`src/rtl/p4_mem_access.sv`:
```
// P4 memory-access stage: issues loads/stores on a req/gnt + rvalid data bus, aligns load data, registers P4->P5.
// Optional `MEM_MISALIGN_TRAP_EN: misaligned H/W accesses trap with o_bus_err instead of touching the bus.

package p4_mem_access_pkg;

    typedef struct packed {
        logic reg_write;
        logic mem_to_reg;
        logic mem_read;
        logic mem_write;
    } ctrl_t;

    typedef struct packed {
        logic [31:0] pc_next;
        logic [31:0] reg_rd_data2;
        ctrl_t       ctrl;
        logic [31:0] alu_out;
        logic [31:0] insn;
    } p3p4_t;

    typedef struct packed {
        logic [31:0] pc_next;
        ctrl_t       ctrl;
        logic [31:0] alu_out;
        logic [31:0] mem_rdata;
        logic [31:0] insn;
    } p4p5_t;

    localparam p4p5_t P4P5_BUBBLE = '{
        pc_next:   32'h0,
        ctrl:      '0,
        alu_out:   32'h0,
        mem_rdata: 32'h0,
        insn:      32'h0000_0013
    };

endpackage

module p4_mem_access
    import p4_mem_access_pkg::*;
#(
    parameter int unsigned DBUS_TIMEOUT = 255
) (
    input  logic        i_clk,
    input  logic        i_rst_n,
    input  p3p4_t       i_p3p4,
    output p4p5_t       o_p4p5,
    output logic        o_stall,
    output logic        o_dbus_req,
    output logic        o_dbus_we,
    output logic [31:0] o_dbus_addr,
    output logic [31:0] o_dbus_wdata,
    output logic [3:0]  o_dbus_wstrb,
    input  logic        i_dbus_gnt,
    input  logic        i_dbus_rvalid,
    input  logic [31:0] i_dbus_rdata,
    output logic        o_bus_err
);

    localparam int CNT_W = (DBUS_TIMEOUT < 2) ? 1 : $clog2(DBUS_TIMEOUT + 1);

    typedef enum logic [1:0] {
        ST_IDLE = 2'd0,
        ST_REQ  = 2'd1,
        ST_WAIT = 2'd2
    } state_t;

    state_t             state_q, state_d;
    logic [CNT_W-1:0]   cnt_q, cnt_d;
    p4p5_t              p4p5_q, p4p5_d;

    logic        mem_op, is_store, misalign, timeout;
    logic        req, complete, abort, capture_rdata, stall;
    logic [1:0]  a_lo;
    logic [2:0]  funct3;
    logic [31:0] load_data, store_data;
    logic [3:0]  store_strb;

    assign mem_op   = i_p3p4.ctrl.mem_read | i_p3p4.ctrl.mem_write;
    assign is_store = i_p3p4.ctrl.mem_write;
    assign a_lo     = i_p3p4.alu_out[1:0];
    assign funct3   = i_p3p4.insn[14:12];
    assign timeout  = (cnt_q == CNT_W'(DBUS_TIMEOUT));

`ifdef MEM_MISALIGN_TRAP_EN
    assign misalign = mem_op & (((funct3[1:0] == 2'b01) & a_lo[0]) |
                                ((funct3[1:0] == 2'b10) & (a_lo != 2'b00)));
`else
    assign misalign = 1'b0;
`endif

    // Size comes from funct3[1:0]; bit 2 only selects zero-extension for loads.
    always_comb begin
        store_strb = 4'hF;
        store_data = i_p3p4.reg_rd_data2;
        unique case (funct3[1:0])
            2'b00: begin
                store_strb = 4'b0001 << a_lo;
                store_data = {4{i_p3p4.reg_rd_data2[7:0]}};
            end
            2'b01: begin
                store_strb = 4'b0011 << {a_lo[1], 1'b0};
                store_data = {2{i_p3p4.reg_rd_data2[15:0]}};
            end
            default: ;
        endcase
    end

    always_comb begin
        logic [31:0] b_lane, h_lane;
        b_lane = i_dbus_rdata >> {a_lo, 3'b000};
        h_lane = i_dbus_rdata >> {a_lo[1], 4'b0000};
        unique case (funct3)
            3'b000:  load_data = {{24{b_lane[7]}}, b_lane[7:0]};
            3'b001:  load_data = {{16{h_lane[15]}}, h_lane[15:0]};
            3'b100:  load_data = {24'h0, b_lane[7:0]};
            3'b101:  load_data = {16'h0, h_lane[15:0]};
            default: load_data = i_dbus_rdata;
        endcase
    end

    // The IDLE cycle that sees a mem op already drives req, so it counts as the first request cycle.
    always_comb begin
        // NOTE: every comb output gets a default first so no path leaves it unassigned (no latches).
        state_d       = state_q;
        cnt_d         = cnt_q + CNT_W'(1);
        req           = 1'b0;
        complete      = 1'b0;
        abort         = 1'b0;
        capture_rdata = 1'b0;
        unique case (state_q)
            ST_IDLE: begin
                cnt_d = CNT_W'(1);
                if (mem_op) begin
                    if (misalign) begin
                        complete = 1'b1;
                        abort    = 1'b1;
                    end else begin
                        req = 1'b1;
                        if (!i_dbus_gnt)    state_d = ST_REQ;
                        else if (is_store)  complete = 1'b1;
                        else                state_d = ST_WAIT;
                    end
                end
            end
            ST_REQ: begin
                if (timeout) begin
                    complete = 1'b1;
                    abort    = 1'b1;
                    state_d  = ST_IDLE;
                end else begin
                    req = 1'b1;
                    if (i_dbus_gnt) begin
                        if (is_store) begin
                            complete = 1'b1;
                            state_d  = ST_IDLE;
                        end else begin
                            state_d  = ST_WAIT;
                        end
                    end
                end
            end
            ST_WAIT: begin
                if (timeout) begin
                    complete = 1'b1;
                    abort    = 1'b1;
                    state_d  = ST_IDLE;
                end else if (i_dbus_rvalid) begin
                    complete      = 1'b1;
                    capture_rdata = 1'b1;
                    state_d       = ST_IDLE;
                end
            end
            default: state_d = ST_IDLE;
        endcase
    end

    assign stall = (mem_op | (state_q != ST_IDLE)) & ~complete;

    always_comb begin
        p4p5_d = P4P5_BUBBLE;
        if (!stall) begin
            p4p5_d.pc_next   = i_p3p4.pc_next;
            p4p5_d.ctrl      = i_p3p4.ctrl;
            p4p5_d.alu_out   = i_p3p4.alu_out;
            p4p5_d.insn      = i_p3p4.insn;
            p4p5_d.mem_rdata = capture_rdata ? load_data : 32'h0;
        end
    end

    // NOTE: bus-facing outputs are gated by i_rst_n so a reset abandons an access without waiting for a clock edge.
    assign o_dbus_req   = i_rst_n & req;
    assign o_dbus_we    = o_dbus_req & is_store;
    assign o_dbus_addr  = o_dbus_req ? {i_p3p4.alu_out[31:2], 2'b00} : 32'h0;
    assign o_dbus_wdata = o_dbus_we ? store_data : 32'h0;
    assign o_dbus_wstrb = o_dbus_we ? store_strb : 4'h0;
    assign o_stall      = i_rst_n & stall;
    assign o_bus_err    = i_rst_n & abort;
    assign o_p4p5       = p4p5_q;

    // NOTE: sequential state uses non-blocking assignments only.
    always_ff @(posedge i_clk or negedge i_rst_n) begin
        if (!i_rst_n) begin
            state_q <= ST_IDLE;
            cnt_q   <= '0;
            p4p5_q  <= P4P5_BUBBLE;
        end else begin
            state_q <= state_d;
            cnt_q   <= cnt_d;
            p4p5_q  <= p4p5_d;
        end
    end

endmodule
```
`config.mk`:
```
export PLATFORM = sky130hd
export DESIGN_NAME = p4_mem_access
export DESIGN_NICKNAME = d
export VERILOG_FILES = /design/src/rtl/p4_mem_access.sv
export SDC_FILE = /design/constraint.sdc
export NUM_CORES = 1
export LEC_CHECK = 0
export ABC_AREA = 1
export BUFFER_PORTS_ARGS = -buffer_cell sky130_fd_sc_hd__buf_2
export CORE_AREA = 2 2 145 147
export DETAILED_ROUTE_END_ITERATION = 6
export DIE_AREA = 0 0 147 149
export MAX_ROUTING_LAYER = met4
export SKIP_CTS_REPAIR_TIMING = 1
export SYNTH_ARGS = -nofsm -noshare
export SYNTH_HDL_FRONTEND = slang
export SYNTH_SLANG_ARGS = --single-unit
export TNS_END_PERCENT = 5
```
`constraint.sdc`:
```
create_clock -name i_clk -period 4.85 [get_ports i_clk]
set_input_delay 0 -clock i_clk [delete_from_list [all_inputs] [get_ports i_clk]]
set_output_delay 0 -clock i_clk [all_outputs]
set_load 0.005 [all_outputs]
```
# Word level (Yosys, flattened, before mapping)
# Cells that the tools add are included.
# op_classes
multipliers,0
n_lt_le_gt_ge,0
muxes,32
shifts,4
n_eq_ne,11
reduce_logical,6
n_bitwise,8
div_mod_pow,0
n_addsub,1
# op_table
op,n
$mux W132,1
$pmux W32 S4,1
$mux W32,3
$pmux W32 S2,1
$shr A32 B5 Y16,1
$shr A32 B5 Y8,1
$mux W2,8
$mux W1,12
$ne A3 B3 Y1 const B,3
$add A8 B1 Y8 const B,1
$eq A8 B8 Y1 const B,1
$mux W8,1
$pmux W4 S2,1
$eq A3 B3 Y1 const B,2
$pmux W2 S3,1
$and A1 B1 Y1,5
$eq A2 B1 Y1 const B,2
$logic_not A2 Y1,2
$mux W4,1
$reduce_and A4 Y1,1
$shl A1 B2 Y4 const A,1
$shl A2 B2 Y4 const A,1
$eq A3 B1 Y1 const B,1
$logic_not A3 Y1,1
8 further kinds,9
# word_totals
mem_bits_rw,0
ff_bits,142
out_inout_bits,204
mem_bits_ro,0
elab_cells,72
memories,0
latch_bits,0

# Logic depth before layout (Yosys ltp)
# Gate-level depths: netlist of run 1.
# depth
word_depth,7
mapped_depth,11
mapped_depth_nobuf,9

# Worst setup path after synthesis of run 1
# No wires, ideal clock.
# synth_timing
path_kind,flip-flop to flip-flop
startpoint,reg state_q[0]
endpoint,"reg p4p5_q, in the netlist o_p4p5[97]"
path_slack_ns,3.253
arrival_time_ns,1.482
required_time_ns,4.735
stages_incl_launch_ff,11
synth_period_minus_slack_ns,1.597
setup_ns,0.115
n_path_buf,3
cell_sequence,dfrtp_1 inv_1 ha_1 clkbuf_2 nand3_1 nand2_1 nand3b_4 nand2_2 buf_6 buf_6 nor2_1
# synth_rtl
item,line,text
"start, declared",68,"state_t state_q, state_d;"
"start signal, assigned",208,state_q <= state_d;
"end signal, assigned",210,p4p5_q <= p4p5_d;
"end, declared",70,"p4p5_t p4p5_q, p4p5_d;"

==> results of run 1 <==
-- synth_stat cells --
cell type  instances
o21ai_1            1
inv_1            136
nor2_4             2
xor2_1             1
clkbuf_2           1
conb_1             1
nand2_2            4
a21oi_2            1
buf_2             18
buf_4              3
ha_1               5
nand2_1           77
clkbuf_1           4
buf_6              5
nand3_1           19
nor2_1           258
inv_2              1
o211ai_1           4
buf_1              2
nand3b_1           3
nor2_2             3
dfstp_2            3
a21oi_1           33
nand3_2            3
or2_2              4
dfrtp_1          139
a311oi_1           1
o221ai_1           1
o21ai_0           31
nand3b_4           1
or2_1              3
-- cell usage in the layout (no fill, tap or decap), types with 2 or more instances in the layout --
master	Yosys	layout
conb_1	1	2
or2_2	4	4
ha_1	5	5
nor2_4	2	2
clkinvlp_4	0	3
inv_6	0	4
bufinv_16	0	4
nor2_2	3	3
or2_1	3	3
dfrtp_1	139	139
a21oi_1	33	33
nand3_1	19	19
clkinv_4	0	2
nand2_2	4	3
dlygate4sd3_1	0	111
o21ai_0	31	31
nand3b_1	3	3
inv_1	136	136
buf_4	3	3
clkbuf_16	0	17
nand3_2	3	3
nor2_1	258	258
o211ai_1	4	4
dfstp_2	3	3
nand2_1	77	77
buf_2	18	368
-- metal layers --
metal | vias to the layer above | global-route usage | part of all wire | wire length (um)
li1 | 3203 | - | - | -
met5 | - | - | 0 | 0
met1 | 3053 | 0.218 | 0.39 | 8880
met3 | 23 | 0.0456 | 0.062 | 1410
met4 | 0 | 0.0524 | 0.015 | 343
met2 | 276 | 0.345 | 0.53 | 12100
-- metrics by stage --
stage | cell area [um2] | cells | power [uW] | setup WS [ps]
CTS | 8930 | 1415 | 4320 | 2240
detailed placement | 8290 | 1383 | 2890 | 2250
global placement | 8290 | 1383 | 2870 | 2340
finish | 10000 | 1526 | 4340 | 2280
floorplan | 6260 | 769 | 2280 | 3250
global route | 10000 | 1526 | 4630 | 2010
-- power breakdown --
group | total [uW] | switching [uW] | internal, uW
Combinational | 1340 | 808 | 533
Clock | 1400 | 532 | 873
Sequential | 1590 | 89.6 | 1500
Total | 4340 | 1430 | 2910
-- flip-flops by register name (all words and copies together) (netlist names) --
signal,flops
o_p4p5,132
state_q,2
cnt_q,8
-- kinds of logic after synthesis --
kind of cell	synth area share
and+or+nand+nor	0.245
buffers and inverters	0.114
DFF	0.568
AOI/OAI and AO/OA	0.0610
adders and majority gates	0.00999
xor gates and xnor gates	0.00140
other	0.000599
-- worst max path at each step --
| stage | slack, ps | start | endpoint |
|---|---|---|---|
| CTS | 2240 | state_q[0] | o_p4p5[77] |
| floorplan | 3250 | state_q[0] | o_p4p5[97] |
| finish | 2280 | state_q[0] | o_p4p5[77] |
| global route | 2010 | state_q[0] | o_p4p5[77] |
| global placement | 2340 | state_q[0] | o_p4p5[4] |
| detailed placement | 2250 | state_q[0] | o_p4p5[74] |
-- final cells by class --
cell class / instances / area (um2)
Multi-Input combinational cell: 457 / 2000
Fill cell: 1976 / 10500
Tap cell: 275 / 344
Inverter: 137 / 514
Clock inverter: 14 / 206
Timing Repair Buffer: 483 / 2990
Clock buffer: 18 / 429
Sequential cell: 142 / 3560
-- worst max-delay path, cell delays in order, from the launching register on --
cell	delay, ps
dfrtp_1	410
inv_1	80
ha_1	290
nand3_1	130
nand2_1	70
nand3b_4	180
nand2_4	630
buf_4	510
nor2_1	100
==> metrics.csv, run 1 <==
metric,value,unit
status,finished with violations,
failed_checks,hold timing,
cts_buffer_depth,2,
syn_area_per_cell,8.15,um2
hold_ws,-16.0,ps
cp-start-kind,flop,
grt_pass1_wl,31.7,mm
wl_per_cell,14.9,um
grt_max_degree,80,
netlist.area_leader.share,0.556,
dp_hpwl,15.9,mm
grt_pass1_vias,5856,
viasPerCell,4.30,
critPathMaxFanout,79,
final_hold_viol_count,5,
route.vias.total,6555,
numClockSinks,142,
yosysTopAreaCell,dfrtp_1,
path_clk_slew,70,ps
worst_pin_slew,929,ps
p_leak,0.00600,uW
yosysUniqueCellTypes,31,
synth_cells,768,
cts_tree,done,
min_path_type,input pin to flop,
cts_buffers,17,
ff2ff_path_depth,8,
powerDensity,432,nW/um2
row_count,53,
post-route-util,0.488,
relSlewSlack,0.380,
min_path_cells,5,
start_util,0.305,
worstSetupPathType,flop to flop,
htree_levels,4,
rrSetupSlack,2280,ps
routed_wl,22.7,mm
drive_above_1_share,0.340,
nets,1411,
syn_to_final_growth,60.4,%
fmax,0.389,GHz
dieArea,21900,um2
coreArea,20600,um2
drc,0,
ys_ff_latch,142,
port_buffers,369,
die_x,147,um
fin_setup_tns,0,ps
fin_crit,2570,ps
drv_cap,0,
worstSetupEndpointType,flop,
worstSkewPairLatency,420,ps
yosysWarnings,0,
clock_skew,12.5,ps
dieHeight,149,um
synthTopCellsByArea,"dfrtp_1 (56%), nor2_1 (15%), inv_1 (8.2%)",
reg2reg_from,state_q[0],
hold_end,o_p4p5[44],
first_iter_violations,262,
drv_slew,0,
syn_area,6260,um2
finalCritPeriodShare,0.529,
setup_viol,0,
yosysSeqAreaShare,0.568,
num_io_pins,372,
grt_overflow,0,
postRouteAntennaNets,0,
r2r-end,o_p4p5[77],
place.gp.congestion,0.876,
worstHoldStart,i_dbus_rdata[28],
num_antenna_cells,0,
cts_root_buf,clkbuf_16,
arrival,2840,ps
rsz0062_at_grt,false,
grt_usage,0.193,
drt-pass1-iter-count,5,
antenna_found_initial,0,
cp.required,5120,ps
ir_drop,0.000223,V
(Power assumes the default switching activity.)
==> run 2: changes to the inputs <==
--- a/config.mk
+++ b/config.mk
@@ -5,11 +5,11 @@
 export SDC_FILE = /design/constraint.sdc
 export NUM_CORES = 1
 export LEC_CHECK = 0
-export ABC_AREA = 1
+export ABC_AREA = 0
 export BUFFER_PORTS_ARGS = -buffer_cell sky130_fd_sc_hd__buf_2
-export CORE_AREA = 2 2 145 147
+export CORE_AREA = 2 2 146 148
 export DETAILED_ROUTE_END_ITERATION = 6
-export DIE_AREA = 0 0 147 149
+export DIE_AREA = 0 0 148 150
 export MAX_ROUTING_LAYER = met4
 export SKIP_CTS_REPAIR_TIMING = 1
 export SYNTH_ARGS = -nofsm -noshare
==> constraint.sdc (replaced) <==
create_clock -name i_clk -period 2.1 [get_ports i_clk]
set_input_delay 0 -clock i_clk [delete_from_list [all_inputs] [get_ports i_clk]]
set_output_delay 0 -clock i_clk [all_outputs]
set_load 0.005 [all_outputs]
==> run 2 against run 1 <==
The run still ends with hold timing left. Highest routed layer unchanged. Largest cell class is now buffers. Critical endpoint is now o_stall. Final cell count fell by 9.2%. Design area rose by 6.6%. Non-clock buffer count rose by 52. Flip-flop and latch count did not move. Power rose by 140%. Sequential power rose by 130%. Clock power rose by 110%. Synthesized cell count fell by 23%.
==> metrics.csv, run 2 <==
metric,value,unit,change
worstSetupEndpointType,primary output,,
coreArea,20700,um2,+0.65%
timing.final.ws_setup,15.2,ps,-2270 ps
start_util,0.304,,about the same
status,finished with violations,,
yosysTopAreaCell,dfrtp_1,,
syn_to_final_growth,70.0,%,
netlist_top_cells_count,"dfrtp_1 (139), and2_1 (128), nor2_1 (46)",,
drv_slew,0,,unchanged
critPathMaxFanout,5,,-94%
reg2reg_from,state_q[0],,
critical-path-top-delay-family,buffers and inverters,,
dieArea,22200,um2,+1.4%
routed_wl,23.8,mm,+4.8%
yosysWarnings,0,,unchanged
num_antenna_cells,0,,unchanged
hold_ws,-24.7,ps,-8.70 ps
grt_usage,0.189,,-0.00454
fmax,0.480,GHz,
placed_area,8470,um2,+2.2%
mostFrequentLayoutCells,"buf_2 (366), dfrtp_1 (138), dlygate4sd3_1 (128), and2_1 (127), nor2_1 (46)",,
relSlewSlack,0.359,,-0.0209
drc,0,,unchanged
htree_levels,4,,unchanged
drt-pass1-iter-count,5,,unchanged
drv_cap,0,,unchanged
synthTopCellsByArea,"dfrtp_1 (55%), and2_1 (13%), mux2i_1 (4.3%)",,
final_common_cell,buf_2,,
r2r-end,o_p4p5[47],,
cp-startpoint,state_q[0],,
viasPerCell,4.55,,+5.9%
slowest_stage,dfrtp_1,,
num_io_pins,372,,unchanged
ir_drop,0.000552,V,+150%
finalCritPeriodShare,0.993,,
place.gp.congestion,0.875,,-0.16%
cts_buffers,17,,unchanged
syn_area,6300,um2,+0.58%
rrSetupSlack,70,ps,-2210 ps
netlist.area_leader.share,0.552,,-0.00320
crit_end,o_stall,,
met1Wirelength,9.78,mm,+10%
path_clk_slew,60,ps,about the same
synth_cells,588,,-23%
antenna_found_initial,0,,unchanged
row_count,53,,unchanged
syn_area_per_cell,10.7,um2,+31%
dp_hpwl,16.0,mm,+0.52%
cp-start-kind,flop,,
min_path_type,input pin to flop,,
numClockSinks,142,,unchanged
synth_edf_count,0,,unchanged
grt_pass1_vias,5252,,-10%
worst_pin_slew,959,ps,+30.4 ps
port_buffers,369,,unchanged
rsz0062_at_grt,true,,
cts_tree,done,,
ff2ff_path_depth,8,,unchanged
fin_crit,2080,ps,
cp.required,2100,ps,-3020 ps
wl_met2,11.9,mm,-1.6%
path_buf_inv,4,,+2
clock_skew,7.03,ps,-5.50 ps
yosysUniqueCellTypes,47,,+52%
fin_area,10700,um2,+6.6%
dr_wl_met3,1.58,mm,+13%
crit_cells,9,,+1
ys_ff_latch,142,,unchanged
slowest_delay,400,ps,-230 ps
dieHeight,150,um,+0.67%
worstSetupPathType,flop to primary output,,
cts_buffer_depth,2,,unchanged
grt_overflow,0,,unchanged
largest_reg_flops,132,,unchanged
failed_checks,hold timing,,
grt_max_degree,71,,-11%
p_leak,0.00573,uW,-4.5%
top_layer,met4,,
yosysMostFrequentCell,dfrtp_1,,
postRouteAntennaNets,0,,unchanged
final_hold_viol_count,2,,-3
worstSkewPairLatency,420,ps,about the same
die_x,148,um,+0.68%
cts_root_buf,clkbuf_16,,
fin_setup_tns,0,ps,unchanged
path_cells,inv_2 > buf_12 > ha_4 > and4b_1 > a31oi_4 > a31oi_4 > buf_12 > nor2b_4 > buf_2,,
dp_slack,78.9,ps,-2170 ps
setup_viol,0,,unchanged
arrival,2080,ps,-760 ps
powerDensity,980,nW/um2,+130%
wl_per_cell,17.2,um,+15%
post-route-util,0.517,,+0.0290
drive_above_1_share,0.429,,+0.0896
nets,1271,,-9.9%
synth-async-reset-ratio,1.00,,unchanged
grt_pass1_wl,30.6,mm,-3.5%
route.vias.total,6302,,-3.9%
first_iter_violations,389,,+48%
yosysSeqAreaShare,0.565,,-0.00327
synth_flop_cell,dfrtp_1,,
-- run 2: power by group --
group / switching [uW] / internal, uW / total [uW]
combinational: 1840 / 2010 / 3850
clock: 1280 / 1710 / 2990
sequential: 225 / 3430 / 3650
-- run 2: area by class of cell --
cell class | count | area (um2)
Clock inverter | 14 | 150
Multi-Input combinational cell | 392 | 2590
Clock buffer | 18 | 439
Sequential cell | 142 | 3560
Fill cell | 1859 | 9990
Timing Repair Buffer | 535 | 3580
Tap cell | 275 | 344
Inverter | 10 | 37.5
-- run 2: layer usage --
layer  GRT usage  vias up
li1            -     2971
met2       0.305      308
met5           -        -
met4      0.0748        0
met3      0.0381       39
met1       0.233     2984
-- run 2: how the worst min path moves through the flow --
| stage | start | to | slack (ps) | cells after the start |
|---|---|---|---|---|
| after floorplan | i_rst_n | cnt_q[0] | -300 | 0 |
| after global placement | i_rst_n | o_p4p5[68] | -110 | 1 |
| after detailed placement | i_rst_n | o_p4p5[68] | -110 | 1 |
| after CTS | i_rst_n | o_p4p5[108] | -570 | 1 |
| after global routing | i_p3p4[12] | o_p4p5[12] | 8 | 2 |
| final | i_dbus_rdata[1] | o_p4p5[33] | -20 | 4 |
-- run 2: logic make-up after synthesis --
group / after synthesis / synth area share
DFF: 142 / 0.565
AOI/OAI and AO/OA: 96 / 0.0938
muxes: 30 / 0.0483
xor gates and xnor gates: 4 / 0.00557
other: 1 / 0.000596
adders and majority gates: 5 / 0.00994
buffers and inverters: 55 / 0.0405
and+or+nand+nor: 255 / 0.236
-- run 2: worst reg2reg max path, delay by kind of cell, from the launching register on --
| family | cells | cell delay [ps] |
|---|---|---|
| AO/OA/AOI/OAI | 3 | 710 |
| flip-flops | 1 | 380 |
| buffers and inverters | 3 | 410 |
| adder cells (fa/ha/maj) | 1 | 150 |
| AND/OR/NAND/NOR | 1 | 290 |
-- run 2: stage by stage --
stage	std cells	hold slack [ps]	power (uW)
2_1_floorplan	589	-296	5110
3_3_place_gp	1206	-107	6640
3_5_place_dp	1206	-111	6700
4_1_cts	1238	-566	9730
5_1_grt	1386	8.01	11100
6_report	1386	-24.7	10500
==> run 3: changes to the inputs <==
--- a/config.mk
+++ b/config.mk
@@ -5,11 +5,11 @@
 export SDC_FILE = /design/constraint.sdc
 export NUM_CORES = 1
 export LEC_CHECK = 0
-export ABC_AREA = 0
+export ABC_AREA = 1
 export BUFFER_PORTS_ARGS = -buffer_cell sky130_fd_sc_hd__buf_2
-export CORE_AREA = 2 2 146 148
+export CORE_AREA = 2 2 145 147
 export DETAILED_ROUTE_END_ITERATION = 6
-export DIE_AREA = 0 0 148 150
+export DIE_AREA = 0 0 147 149
 export MAX_ROUTING_LAYER = met4
 export SKIP_CTS_REPAIR_TIMING = 1
 export SYNTH_ARGS = -nofsm -noshare
==> run 3 against run 2 <==
The flow still finishes with violations (hold timing). Largest cell class is now flip-flops and latches. Via count grew 6.5%. First-iteration DRC count shrank 18%. Largest power group is now sequential cells. Sequential power grew 1%. Hold slack lost 1.8 ps. Critical path type unchanged. Combinational power shrank 7.0%. Count of clock-buffer cells in the layout grew 1. Clock skew grew 6.6 ps. Critical path depth grew 1. Utilization shrank 0.76 points. Fmax grew 0.53%.
==> metrics.csv, run 3 (synthesis gave the netlist of run 1 again) <==
metric,value,unit,change
start_util,0.305,,about the same
cts_buffer_depth,2,,unchanged
dp_hpwl,16.4,mm,+2.5%
critPathMaxFanout,7,,+2
final_common_cell,buf_2,,
dr_wl_met3,1.41,mm,-11%
setup_viol,0,,unchanged
wl_met2,12.8,mm,+7.4%
slowest_delay,420,ps,+20 ps
grt_overflow,0,,unchanged
worstSkewPairLatency,420,ps,about the same
clock_skew,13.6,ps,+6.57 ps
final_hold_viol_count,4,,+2
viasPerCell,4.34,,-4.6%
post-route-util,0.510,,-0.00762
worstSetupPathType,flop to primary output,,
slowest_stage,dfrtp_1,,
cts_tree,done,,
p_leak,0.00617,uW,+7.6%
finalCritPeriodShare,0.987,,-0.00528
mostFrequentLayoutCells,"buf_2 (368), nor2_1 (229), dfrtp_1 (139), inv_1 (136), dlygate4sd3_1 (113)",,
grt_pass1_vias,5941,,+13%
worstSetupEndpointType,primary output,,
fin_crit,2070,ps,-11.1 ps
fin_area,10500,um2,-2.1%
route.vias.total,6709,,+6.5%
numClockSinks,142,,unchanged
placed_area,8410,um2,-0.72%
arrival,2070,ps,about the same
failed_checks,hold timing,,
drt-pass1-iter-count,5,,unchanged
postRouteAntennaNets,0,,unchanged
met1Wirelength,9.06,mm,-7.4%
path_cells,ha_4 > nand2_4 > nor2_4 > nand2_2 > nand2_2 > a21oi_4 > nand2_4 > clkbuf_16 > nor2_2 > buf_2,,
path_buf_inv,2,,-2
dieArea,21900,um2,-1.3%
cts_buffers,17,,unchanged
grt_pass1_wl,31.9,mm,+4.2%
nets,1431,,+13%
path_clk_slew,60,ps,about the same
powerDensity,983,nW/um2,+0.29%
wl_per_cell,15.4,um,-10%
status,finished with violations,,
drv_cap,0,,unchanged
routed_wl,23.9,mm,+0.10%
min_path_type,input pin to flop,,
antenna_found_initial,0,,unchanged
num_antenna_cells,0,,unchanged
worst_pin_slew,786,ps,-173 ps
syn_to_final_growth,67.4,%,
ir_drop,0.000468,V,-15%
port_buffers,369,,unchanged
drv_slew,0,,unchanged
fmax,0.482,GHz,+0.53%
hold_ws,-26.6,ps,-1.83 ps
top_layer,met4,,
dieHeight,149,um,-0.67%
htree_levels,4,,unchanged
cts_root_buf,clkbuf_16,,
first_iter_violations,320,,-18%
coreArea,20600,um2,-0.64%
row_count,53,,unchanged
largest_reg_flops,132,,unchanged
cp.required,2100,ps,about the same
rsz0062_at_grt,true,,
cp-start-kind,flop,,
place.gp.congestion,0.863,,-1.4%
die_x,147,um,-0.68%
critical-path-top-delay-family,simple AND/OR/NAND/NOR gates,,
drc,0,,unchanged
num_io_pins,372,,unchanged
relSlewSlack,0.476,,+0.116
drive_above_1_share,0.375,,-0.0540
grt_usage,0.194,,+0.00580
grt_max_degree,143,,+100%
## run 3: cell count changes in the layout (fill, tap and decap cells not counted), sizes merged, moves of 15 or more
cell,delta
nand2,+57
dlygate4sd3,-15
and2,-128
inv,+126
buf,-16
mux2i,-27
nand3,+18
nor2,+217
nor3,-17
o21ai,+15
## run 3: power breakdown
| group | internal (uW) | switching (uW) | total [uW] |
|---|---|---|---|
| sequential | 3460 | 221 | 3690 |
| clock | 1810 | 1220 | 3030 |
| combinational | 1550 | 2030 | 3580 |
## run 3: layout make-up
class,instances,area (um2)
multi-input combinational,457,2180
sequential,142,3560
tap,275,344
timing repair buffer,503,3280
fill,1915,10100
clock buffer,19,443
inverter,137,514
clock inverter,13,156
## run 3: tightest hold or removal path, cell delays in order
cell and delay [ps]:
buf_2 100, nand2_1 60, nand2_1 50, a21oi_1 40, nor2_1 90
## run 3: worst paths after layout
check	start	end	cells past startpoint	slack, ps
worst max-delay path	cnt_q[0]	o_dbus_wdata[9]	10	30
worst min-delay path	i_dbus_rdata[7]	o_p4p5[39]	5	-30
worst max register to register	state_q[0]	o_p4p5[51]	10	190
worst min register to register	cnt_q[7]	cnt_q[7]	3	540
max in group asynchronous	i_rst_n	o_p4p5[48]	3	1150
min in group asynchronous	i_rst_n	o_p4p5[28]	3	320
## run 3: metrics by stage
stage                     hold slack (ps)  power (uW)  std cells  TNS (ps)  setup WS (ps)
after floorplan                      -296        5270        769         0            503
after global placement                189        6800       1392         0            272
after detailed placement              195        6860       1392         0            191
after CTS                            -245        9940       1424     -5600           -137
after global routing                 6.91       10900       1546     -2350          -86.5
final                               -26.6       10300       1546         0           26.3
## run 3: metal layers
| metal | global-route usage | up-vias |
|---|---|---|
| li1 | - | 3250 |
| met1 | 0.211 | 3128 |
| met2 | 0.355 | 293 |
| met3 | 0.0486 | 38 |
| met4 | 0.0524 | 0 |
| met5 | - | - |
